===== config.mk =====
export PLATFORM = sky130hd
export DESIGN_NAME = spi_master_ctrl
export DESIGN_NICKNAME = d
export VERILOG_FILES = /design/src/rtl/spi_master_ctrl.sv
export SDC_FILE = /design/constraint.sdc
export NUM_CORES = 1
export LEC_CHECK = 0
export BUFFER_PORTS_ARGS = -buffer_cell sky130_fd_sc_hd__buf_4
export CORE_MARGIN = 10
export CORE_UTILIZATION = 29
export CTS_CLUSTER_DIAMETER = 50
export DETAILED_ROUTE_END_ITERATION = 7
export PLACE_DENSITY = 0.55
export SLEW_MARGIN = 20
export SYNTH_ARGS = -nofsm -noshare
export SYNTH_HDL_FRONTEND = slang
export SYNTH_SLANG_ARGS = --single-unit

===== constraint.sdc =====
create_clock -name clk -period 2.2 [get_ports clk]
set_input_delay 0.22 -clock clk [delete_from_list [all_inputs] [get_ports clk]]
set_output_delay 0.22 -clock clk [all_outputs]
set_load 0.05 [all_outputs]

===== src/rtl/spi_master_ctrl.sv =====
// SPI master: serialises one 10-bit command per handshake as an 11-bit frame
// (select bit + cmd MSB first) and, for read-data commands, captures one MISO byte.
module spi_master_ctrl #(
  parameter int unsigned RD_LAT = 1,
  parameter int unsigned GAP    = 1
) (
  input  logic       clk,
  input  logic       rst_n,
  input  logic       cmd_valid,
  output logic       cmd_ready,
  input  logic [9:0] cmd_data,
  output logic [7:0] rd_data,
  output logic       rd_valid,
  output logic       busy,
  output logic       SS_n,
  output logic       MOSI,
  input  logic       MISO
);

  typedef enum logic [2:0] {
    S_IDLE, S_CMD, S_SHIFT, S_TURN, S_READ, S_GAP
  } state_e;

  typedef struct packed {
    logic [1:0] op;
    logic [7:0] payload;
  } cmd_t;

  localparam logic [1:0] OP_RD_DATA = 2'b11;
  localparam logic [3:0] TURN_LAST  = (RD_LAT > 0) ? 4'(RD_LAT - 1) : 4'd0;
  localparam logic [3:0] GAP_LAST   = (GAP > 1) ? 4'(GAP - 2) : 4'd0;
  // The IDLE cycle itself counts as the final gap cycle, so GAP=1 needs no GAP state.
  localparam state_e     POST_FRAME = (GAP > 1) ? S_GAP : S_IDLE;

  state_e      state_q, state_d;
  cmd_t        cmd_q, cmd_d;
  logic [3:0]  cnt_q, cnt_d;
  logic [6:0]  shift_q, shift_d;
  logic [7:0]  rd_data_q, rd_data_d;
  logic        rd_valid_q, rd_valid_d;
  logic        ss_n_q, ss_n_d;
  logic        mosi_q, mosi_d;
  logic        ready_q, ready_d;
  logic        busy_q, busy_d;
  logic [9:0]  cmd_bits;

  assign cmd_bits = cmd_q;

  always_comb begin
    state_d    = state_q;
    cmd_d      = cmd_q;
    cnt_d      = cnt_q;
    shift_d    = shift_q;
    rd_data_d  = rd_data_q;
    rd_valid_d = 1'b0;
    ss_n_d     = ss_n_q;
    mosi_d     = mosi_q;

    case (state_q)
      S_IDLE: begin
        if (cmd_valid) begin
          cmd_d   = cmd_data;
          ss_n_d  = 1'b0;
          mosi_d  = cmd_data[9];
          state_d = S_CMD;
        end
      end
      S_CMD: begin
        mosi_d  = cmd_q.op[1];
        cnt_d   = 4'd1;
        state_d = S_SHIFT;
      end
      S_SHIFT: begin
        if (cnt_q == 4'd10) begin
          mosi_d = 1'b0;
          cnt_d  = 4'd0;
          if (cmd_q.op == OP_RD_DATA) begin
            if (RD_LAT == 0) begin
              // No turnaround: this edge already takes the first data bit.
              shift_d = {shift_q[5:0], MISO};
              cnt_d   = 4'd1;
              state_d = S_READ;
            end else begin
              state_d = S_TURN;
            end
          end else begin
            ss_n_d  = 1'b1;
            state_d = POST_FRAME;
          end
        end else begin
          mosi_d = cmd_bits[4'd9 - cnt_q];
          cnt_d  = cnt_q + 4'd1;
        end
      end
      S_TURN: begin
        if (cnt_q == TURN_LAST) begin
          // Edge leaving the turnaround is the first MISO sample edge.
          shift_d = {shift_q[5:0], MISO};
          cnt_d   = 4'd1;
          state_d = S_READ;
        end else begin
          cnt_d = cnt_q + 4'd1;
        end
      end
      S_READ: begin
        if (cnt_q == 4'd7) begin
          rd_data_d  = {shift_q, MISO};
          rd_valid_d = 1'b1;
          ss_n_d     = 1'b1;
          cnt_d      = 4'd0;
          state_d    = POST_FRAME;
        end else begin
          shift_d = {shift_q[5:0], MISO};
          cnt_d   = cnt_q + 4'd1;
        end
      end
      S_GAP: begin
        if (cnt_q == GAP_LAST) begin
          cnt_d   = 4'd0;
          state_d = S_IDLE;
        end else begin
          cnt_d = cnt_q + 4'd1;
        end
      end
      default: begin
        ss_n_d  = 1'b1;
        mosi_d  = 1'b0;
        cnt_d   = 4'd0;
        state_d = S_IDLE;
      end
    endcase

    ready_d = (state_d == S_IDLE);
    busy_d  = ~ready_d;
  end

  always_ff @(posedge clk or negedge rst_n) begin
    if (!rst_n) begin
      state_q    <= S_IDLE;
      cmd_q      <= '0;
      cnt_q      <= '0;
      shift_q    <= '0;
      rd_data_q  <= '0;
      rd_valid_q <= 1'b0;
      ss_n_q     <= 1'b1;
      mosi_q     <= 1'b0;
      ready_q    <= 1'b1;
      busy_q     <= 1'b0;
    end else begin
      state_q    <= state_d;
      cmd_q      <= cmd_d;
      cnt_q      <= cnt_d;
      shift_q    <= shift_d;
      rd_data_q  <= rd_data_d;
      rd_valid_q <= rd_valid_d;
      ss_n_q     <= ss_n_d;
      mosi_q     <= mosi_d;
      ready_q    <= ready_d;
      busy_q     <= busy_d;
    end
  end

  assign cmd_ready = ready_q;
  assign busy      = busy_q;
  assign rd_data   = rd_data_q;
  assign rd_valid  = rd_valid_q;
  assign SS_n      = ss_n_q;
  assign MOSI      = mosi_q;

endmodule


* Word level (Yosys, flattened, before mapping)
Cells that the tools add are included.
** Word-level totals
- Register bits :: 37
- Bits of input ports :: 14
- Output and inout bits :: 13
- Word-level logic and storage cells :: 69
** Operators by class
- $add $sub $neg :: 2
- Order comparisons :: 1
- Eq/ne operators :: 14
- Mux-type cells :: 27
- Bitwise operators :: 3
- Reductions and logical operators :: 11
** Operators by type and width (count)
- 4-bit one-hot mux with 6 select lines :: 1
- 3-bit one-hot mux with 6 select lines :: 1
- 4-bit 2-to-1 mux :: 4
- 3-bit 2-to-1 mux :: 5
- 7-bit 2-to-1 mux :: 2
- 7-bit one-hot mux with 2 select lines :: 1
- 2-bit != test (second input constant) :: 6
- 1-bit 2-to-1 mux :: 9
- 1-bit one-hot mux with 4 select lines :: 2
- 3-bit by 2-bit == test with 1-bit output (second input constant) :: 2
- 3-bit == test (second input constant) :: 2
- 3-bit zero test :: 2
- 2-bit AND reduction :: 3
- 3-bit OR reduction :: 2
- 4-bit by 5-bit < comparator with 1-bit output (second input constant) :: 1
- 5-bit AND reduction :: 1
- 4-bit by 1-bit adder with 4-bit output (second input constant) :: 1
- 1-bit binary-select mux with 4-bit select :: 1
- 4-bit by 3-bit == test with 1-bit output (second input constant) :: 1
- 4-bit == test (second input constant) :: 1
- 4-bit zero test :: 1
- 4-bit subtractor (first input constant) :: 1
- 3-bit by 1-bit == test with 1-bit output (second input constant) :: 1
- 1-bit inverter :: 3
- other kinds (4) :: 4

* Longest topological paths before layout
Gate-level depths: netlist of the first run.
- Depth after elaboration :: 6
- Mapped depth :: 7
- Gate-level depth less buffers :: 6

* Worst setup path before layout of the first run
OpenSTA, ideal clock, no wires.
- Path type :: register -> register
- Start :: register cnt_q[0]
- End :: register busy_q, in the netlist busy
- Setup time :: 0.131 ns
- Arrival time :: 1.929 ns
- Required time :: 2.069 ns
- Slack :: 0.140 ns
- Stages on the path, launching flop included :: 8
- Path buffers :: 1
- Period minus slack after synthesis :: 2.060 ns
- Path through :: dfrtp_1 -> clkbuf_1 -> inv_1 -> ha_1 -> and4bb_1 -> a32oi_4 -> o21ai_2 -> or3_1
** On the way
- Cells in the longest elaborated chain, start to end :: 5
** Ends and longest elaborated chain
- from (decl) :: line 37 : logic [3:0] cnt_q, cnt_d;
- from (signal assigned) :: line 152 : cnt_q <= cnt_d;
- 4-bit by 3-bit == test with 1-bit output (tied with other cells) :: line 106 : if (cnt_q == 4'd7) begin
- 3-bit 2-to-1 mux, on equally long branches
- 3-bit one-hot mux with 6 select lines * :: line 59 : case (state_q)
- named net state_d[2] :: line 35 : state_e state_q, state_d;
- 3-bit zero test * :: line 133 : ready_d = (state_d == S_IDLE);
- 1-bit inverter * :: line 134 : busy_d = ~ready_d;
- named net busy_d :: line 44 : logic busy_q, busy_d;
- to (signal assigned) :: line 159 : busy_q <= busy_d;
- to (decl) :: line 44
The timed path passes the listed nets; every way through them passes the cells marked *.
A chain may end at the register's enable or synchronous reset.

* Final worst setup path of the first run
- Start :: register cnt_q[1]
- End :: register rd_data_q[3], in the netlist rd_data[3]
** On the way
- Cells in the longest elaborated chain, start to end :: 2
** Ends and longest elaborated chain
- 4-bit by 3-bit == test with 1-bit output :: line 106
- 2-bit AND reduction (no line)
- to (signal assigned) :: line 154 : rd_data_q <= rd_data_d;
- to (decl) :: line 39 : logic [7:0] rd_data_q, rd_data_d;
Every way passes these cells.

==> qor.yml, run 1 <==
core_area_sq_um: 6030
die_h_um: 99.5
setup_violations: 0
fin_crit_ps: 2030
use_met2_pct: 12.2
first_iter_violations: 60
cts-htree-levels: 2
port_buffers: 26
startpoint_type: "flip-flop"
clockRootBuffer: "clkbuf_8"
path_class: "flip-flop to flip-flop"
seq_area_sq_um: 928
busiest_layer: "met2"
r2r_start: "cnt_q[1]"
synth_edf_count: 0
relSlewSlack_pct: 61.4
clk_pin_slew_ps: 70
tritoncts: "built"
worstPathArrival_ps: 2200
multi_input_area_sq_um: 841
fmax_mhz: 493
synth_ff_type: "dfrtp_1"
synth_fp_nets: 162
n_antenna_cell: 0
startpoint: "cnt_q[1]"
numCtsBuffers: 5
synth-seq-area-share_pct: 50.7
cts_sinks: 37
leakagePower_nw: 1.08
fin_tns_setup_ps: 0
wl_per_cell_um: 14.3
fp.dieArea_sq_um: 9900
synth-async-reset-ratio_pct: 100
hpwl_um: 2730
drtAntennaViolNets: 0
area_growth_syn_to_layout_pct: 22.7
antenna_found_initial: 0
hold_path_class: "input port to flip-flop"
grt_max_degree: 38
power_density_nw_per_um2: 1360
viasPerCell: 4.79
period_share_pct: 92.2
finClkSkew_ps: 3.19
crit_fanout: 9
worst_slew_pin_slew_ps: 579
grt_usage_pct: 7.84
grt_pass1_wl_um: 6410
num_vias: 1216
fillCellCount: 606
layout_commonest_cell: "dfrtp_1"
holdWs_ps: 160
start_util_pct: 30.4
ys_types: 44
critPathMaxStageDelay_ps: 510
drive_gt1_share_pct: 41.9
grt_pass1_vias: 1293
grt_util_met3_pct: 2.70
fp-row-count: 28
finalMaxSlewViolations: 0
cts_buffer_depth: 2
boundaryPins: 27
hold_start: "cmd_data[2]"
yosys_warnings: 0
drc: 0
first_pass_iters: 4
crit_path_cell_trace: "ha_1, nand3b_4, or4b_1, buf_4, mux2_4"
layout.nets: 197
rsz0062_at_grt: "no"
synthesis.area_sq_um: 1830
synthCells: 143
layout_common_cells: "dfrtp_1, buf_4, mux2_2"
die_w_um: 99.5
critical-path-top-delay-family: "simple AND/OR/NAND/NOR gates"
peakVddDrop_v: 0.000536
synth.avg_cell_area_sq_um: 12.8
grtUsageMet1_pct: 9.64
endpoint_kind: "flip-flop"
outcome: "complete, no violations"
ys_ff_latch: 37
place_congestion: 0.740
maxCapViolCount: 0
crit_path_top_delay_cell: "or4b_1"
path_buf_inv: 1
hold_viol_final: 0
worstSkewPairLatency_ps: 290
required_ps: 2370
grt.overflow.total: 0
routed_wl_um: 3620
[worst reg2reg max path: stages (launching register included)]
cell      delay (ps)
dfrtp_1          490
ha_1             290
nand3b_4         110
or4b_1           510
buf_4            200
mux2_4           310
[sequential cells by signal, indices dropped and copies added (netlist names)]
register   count
rd_data        8
SS_n           1
state_q        3
busy           1
shift_q        7
MOSI           1
rd_valid       1
cmd_bits      10
cmd_ready      1
cnt_q          4
[routing by layer]
metal	routed length (um)	share of wire, %	up-vias
met1	1660	46	595
met3	180	5.0	7
li1	-	-	595
met2	1710	47	19
met4	70	1.9	0
met5	0	0	-
[metrics by stage]
stage	std cells	instance area (sq um)	power [mW]	util, %	worst slack, ps
after floorplan	143	1830	2.20	-	140
after global placement	245	2140	2.59	35.5	201
after detailed placement	245	2140	2.59	35.5	187
after CTS	254	2250	3.10	37.3	167
after global routing	254	2250	3.32	37.3	82.5
final	254	2250	3.05	37.3	171
[what timing repair did]
action,4_1_cts,5_1_grt
endpoints found under the hold margin,35,0
setup buffers,0,0
gates resized for setup,0,0
hold buffers,1,0
endpoints found under the setup margin,0,0
[cells by family (layout without fill, tap and decap cells)]
kind of cell / count (synthesis) / count (layout) / share of synthesized area, %
buf+inv: 13 / 49 / 3.41
flops: 37 / 37 / 50.7
fa+ha+maj: 5 / 5 / 3.42
simple gates: 33 / 33 / 10.5
xor+xnor: 2 / 2 / 0.956
compound gates: 23 / 23 / 10.5
mux: 30 / 30 / 20.6
[cell usage after synthesis, types with 2 or more instances]
cell type  number  area, sq um
a21oi_1         3         15.0
a31oi_1         2         12.5
and2_1          2         12.5
buf_2           5         25.0
dfrtp_1        35          876
dfstp_2         2         52.6
ha_1            5         62.6
inv_1           6         22.5
mux2_2         19          214
mux2_4          8          120
mux2i_1         2         20.0
nand2_1        10         37.5
nand3_1         5         25.0
nand3b_1        2         15.0
nor2_1          4         15.0
nor3_1          2         10.0
o211ai_1        2         15.0
o21ai_0         2         10.0
o21bai_1        2         15.0
[final cells by class]
| cell class | instances | area share [%] |
|---|---|---|
| inverters | 6 | 1.00 |
| clock buffers | 6 | 3.67 |
| well taps | 75 | 4.18 |
| clock inverters | 2 | 0.612 |
| repair buffers | 35 | 11.8 |
| flip-flops and latches | 37 | 41.3 |
| multi-input cells | 93 | 37.4 |
[power by group]
part	switching [mW]	leakage [nW]	internal (mW)
Combinational	0.698	0.567	0.677
Sequential	0.241	0.466	0.946
Clock	0.239	0.0512	0.254
Total	1.18	1.08	1.88
[final timing paths]
check	endpoint	cells past startpoint	slack, ps
setup / recovery	rd_data[3]	5	170
hold / removal	cmd_bits[2]	2	160
setup reg to reg	rd_data[3]	5	170
hold reg to reg	cmd_bits[6]	1	510
max in group asynchronous	cmd_ready	2	1410
min in group asynchronous	rd_data[2]	2	420
No activity file was read; power rests on OpenSTA's default activity.
==> run 2, diff against run 1 <==
==> constraint.sdc (replaced) <==
create_clock -name clk -period 2.2 [get_ports clk]
set_input_delay 0.44 -clock clk [delete_from_list [all_inputs] [get_ports clk]]
set_output_delay 0.44 -clock clk [all_outputs]
set_load 0.05 [all_outputs]
==> run 2 against run 1 <==
Hold slack got worse by 66 ps. Cell area decreased by 0.45%. Worst setup slack about the same. Core utilization decreased by 0.17 points. Clock-buffer cell count unchanged. Power about the same. First-iteration DRC count decreased by 5.0%. Largest power group unchanged.
==> qor.yml, run 2 (synthesis results as in run 1) <==
period_share_pct: 92.2  # about the same
cts_buffer_depth: 2  # unchanged
hpwl_um: 2730  # unchanged
worst_slew_pin_slew_ps: 579  # -0.00697 ps
layout.nets: 196  # -0.51%
crit_fanout: 9  # unchanged
port_buffers: 26  # unchanged
hold_path_class: "input port to asynchronous set/reset pin"
clk_pin_slew_ps: 70  # about the same
place_congestion: 0.740  # unchanged
finClkSkew_ps: 3.17  # -0.0249 ps
grt.overflow.total: 0  # unchanged
largest_reg_flops: 10  # unchanged
grt_usage_pct: 7.83  # -0.014 points
first_pass_iters: 4  # unchanged
start_util_pct: 30.4  # unchanged
fmax_mhz: 493  # about the same
boundaryPins: 27  # unchanged
viasPerCell: 4.79  # +0.15%
drc: 0  # unchanged
numCtsBuffers: 5  # unchanged
first_iter_violations: 57  # -5.0%
n_antenna_cell: 0  # unchanged
pre_cts_ws_ps: 187  # unchanged
core_area_sq_um: 6030  # unchanged
fin_crit_ps: 2030  # -0.318 ps
num_vias: 1213  # -0.25%
cts_sinks: 37  # unchanged
path_class: "flip-flop to flip-flop"
tritoncts: "built"
cts_setup_buffers: 0  # unchanged
routed_wl_um: 3620  # -0.11%
fillCellCount: 607  # +0.17%
finalMaxSlewViolations: 0  # unchanged
ctsResizeCount: 0  # unchanged
grt_pass1_vias: 1290  # -0.23%
fin_tns_setup_ps: 0  # unchanged
wl_per_cell_um: 14.3  # +0.28%
layout_commonest_cell: "dfrtp_1"
utilization_pct: 37.1  # -0.17 points
endpoint_kind: "flip-flop"
critPathMaxStageDelay_ps: 510  # about the same
leakagePower_nw: 1.08  # -0.39%
worst_slack_ps: 172  # +0.318 ps
relSlewSlack_pct: 61.4  # about the same
clockRootBuffer: "clkbuf_8"
reg2regPathDepth: 5  # unchanged
crit_path_top_delay_cell: "or4b_1"
antenna_found_initial: 0  # unchanged
highest_layer: "met4"
drtAntennaViolNets: 0  # unchanged
maxCapViolCount: 0  # unchanged
outcome: "complete, no violations"
die_w_um: 99.5  # unchanged
cts-htree-levels: 2  # unchanged
holdBufCountCts: 0  # -1
routed-wl-met3_um: 179  # -0.56%
power_density_nw_per_um2: 1370  # +0.42%
worstPathArrival_ps: 2200  # about the same
required_ps: 2370  # about the same
hold_viol_final: 0  # unchanged
worstSkewPairLatency_ps: 280  # about the same
peakVddDrop_v: 0.000536  # about the same
holdWs_ps: 94.0  # -66.0 ps
rsz0062_at_grt: "no"
setup_violations: 0  # unchanged
area_growth_syn_to_layout_pct: 22.1
fp.dieArea_sq_um: 9900  # unchanged
grt_max_degree: 38  # unchanged
fp-row-count: 28  # unchanged
route.met2.wl_um: 1710  # +0.29%
layout_common_cells: "dfrtp_1, buf_4, mux2_2"
grt_pass1_wl_um: 6400  # -0.22%
die_h_um: 99.5  # unchanged
startpoint_type: "flip-flop"
multi_input_area_sq_um: 841  # unchanged
stdcell_count: 253  # -0.39%
drive_gt1_share_pct: 42.1  # +0.24 points
crit_path_cell_trace: "ha_1, nand3b_4, or4b_1, buf_4, mux2_4"
seq_area_sq_um: 928  # unchanged
dp.cells: 245  # unchanged
drt-met1-wl_um: 1660  # -0.42%
[run 2: changes by cell type in the layout (fill, tap and decap cells not counted), sizes merged]
cell and change:
dlygate4sd3 -1
[run 2: routing by layer]
layer | track usage (%) | vias to the layer above
met1 | 9.60 | 594
met5 | 0 | -
met4 | 3.31 | 0
li1 | - | 593
met3 | 2.70 | 7
met2 | 12.2 | 19
[run 2: report_power, final]
group,internal [mW],leakage (nW),total (mW),switching (mW)
combinational,0.676,0.563,1.37,0.698
clock,0.254,0.0512,0.492,0.238
sequential,0.946,0.466,1.19,0.243
[run 2: worst max-delay path, delay by kind of cell (launching register included)]
kind	cells	cell delay (ps)
flip-flops	1	490
adder cells (fa/ha/maj)	1	290
buffers and inverters	1	200
AND/OR/NAND/NOR	2	620
multiplexers	1	300
[run 2: layout make-up]
| type | instances | share of cell area, % |
|---|---|---|
| inverter | 6 | 1.01 |
| clock inverter | 2 | 0.615 |
| timing repair buffer | 34 | 11.4 |
| tap | 75 | 4.19 |
| sequential | 37 | 41.5 |
| clock buffer | 6 | 3.69 |
| multi-input combinational | 93 | 37.6 |
[run 2: path summary, 6_finish.rpt]
path | from | end | slack (ps)
setup / recovery | cnt_q[1] | rd_data[3] | 170
hold / removal | rst_n | rd_data[2] | 90
max in group asynchronous | rst_n | cmd_ready | 1740
setup reg to reg | cnt_q[1] | rd_data[3] | 170
min in group clk | cmd_data[2] | cmd_bits[2] | 380
hold reg to reg | cmd_bits[6] | cmd_bits[6] | 510
[run 2: stage by stage]
| stage | power, mW | instance area (sq um) |
|---|---|---|
| after floorplan | 2.20 | 1830 |
| after CTS | 3.10 | 2240 |
| final | 3.05 | 2240 |
| after global routing | 3.32 | 2240 |
| after detailed placement | 2.59 | 2140 |
| after global placement | 2.59 | 2140 |
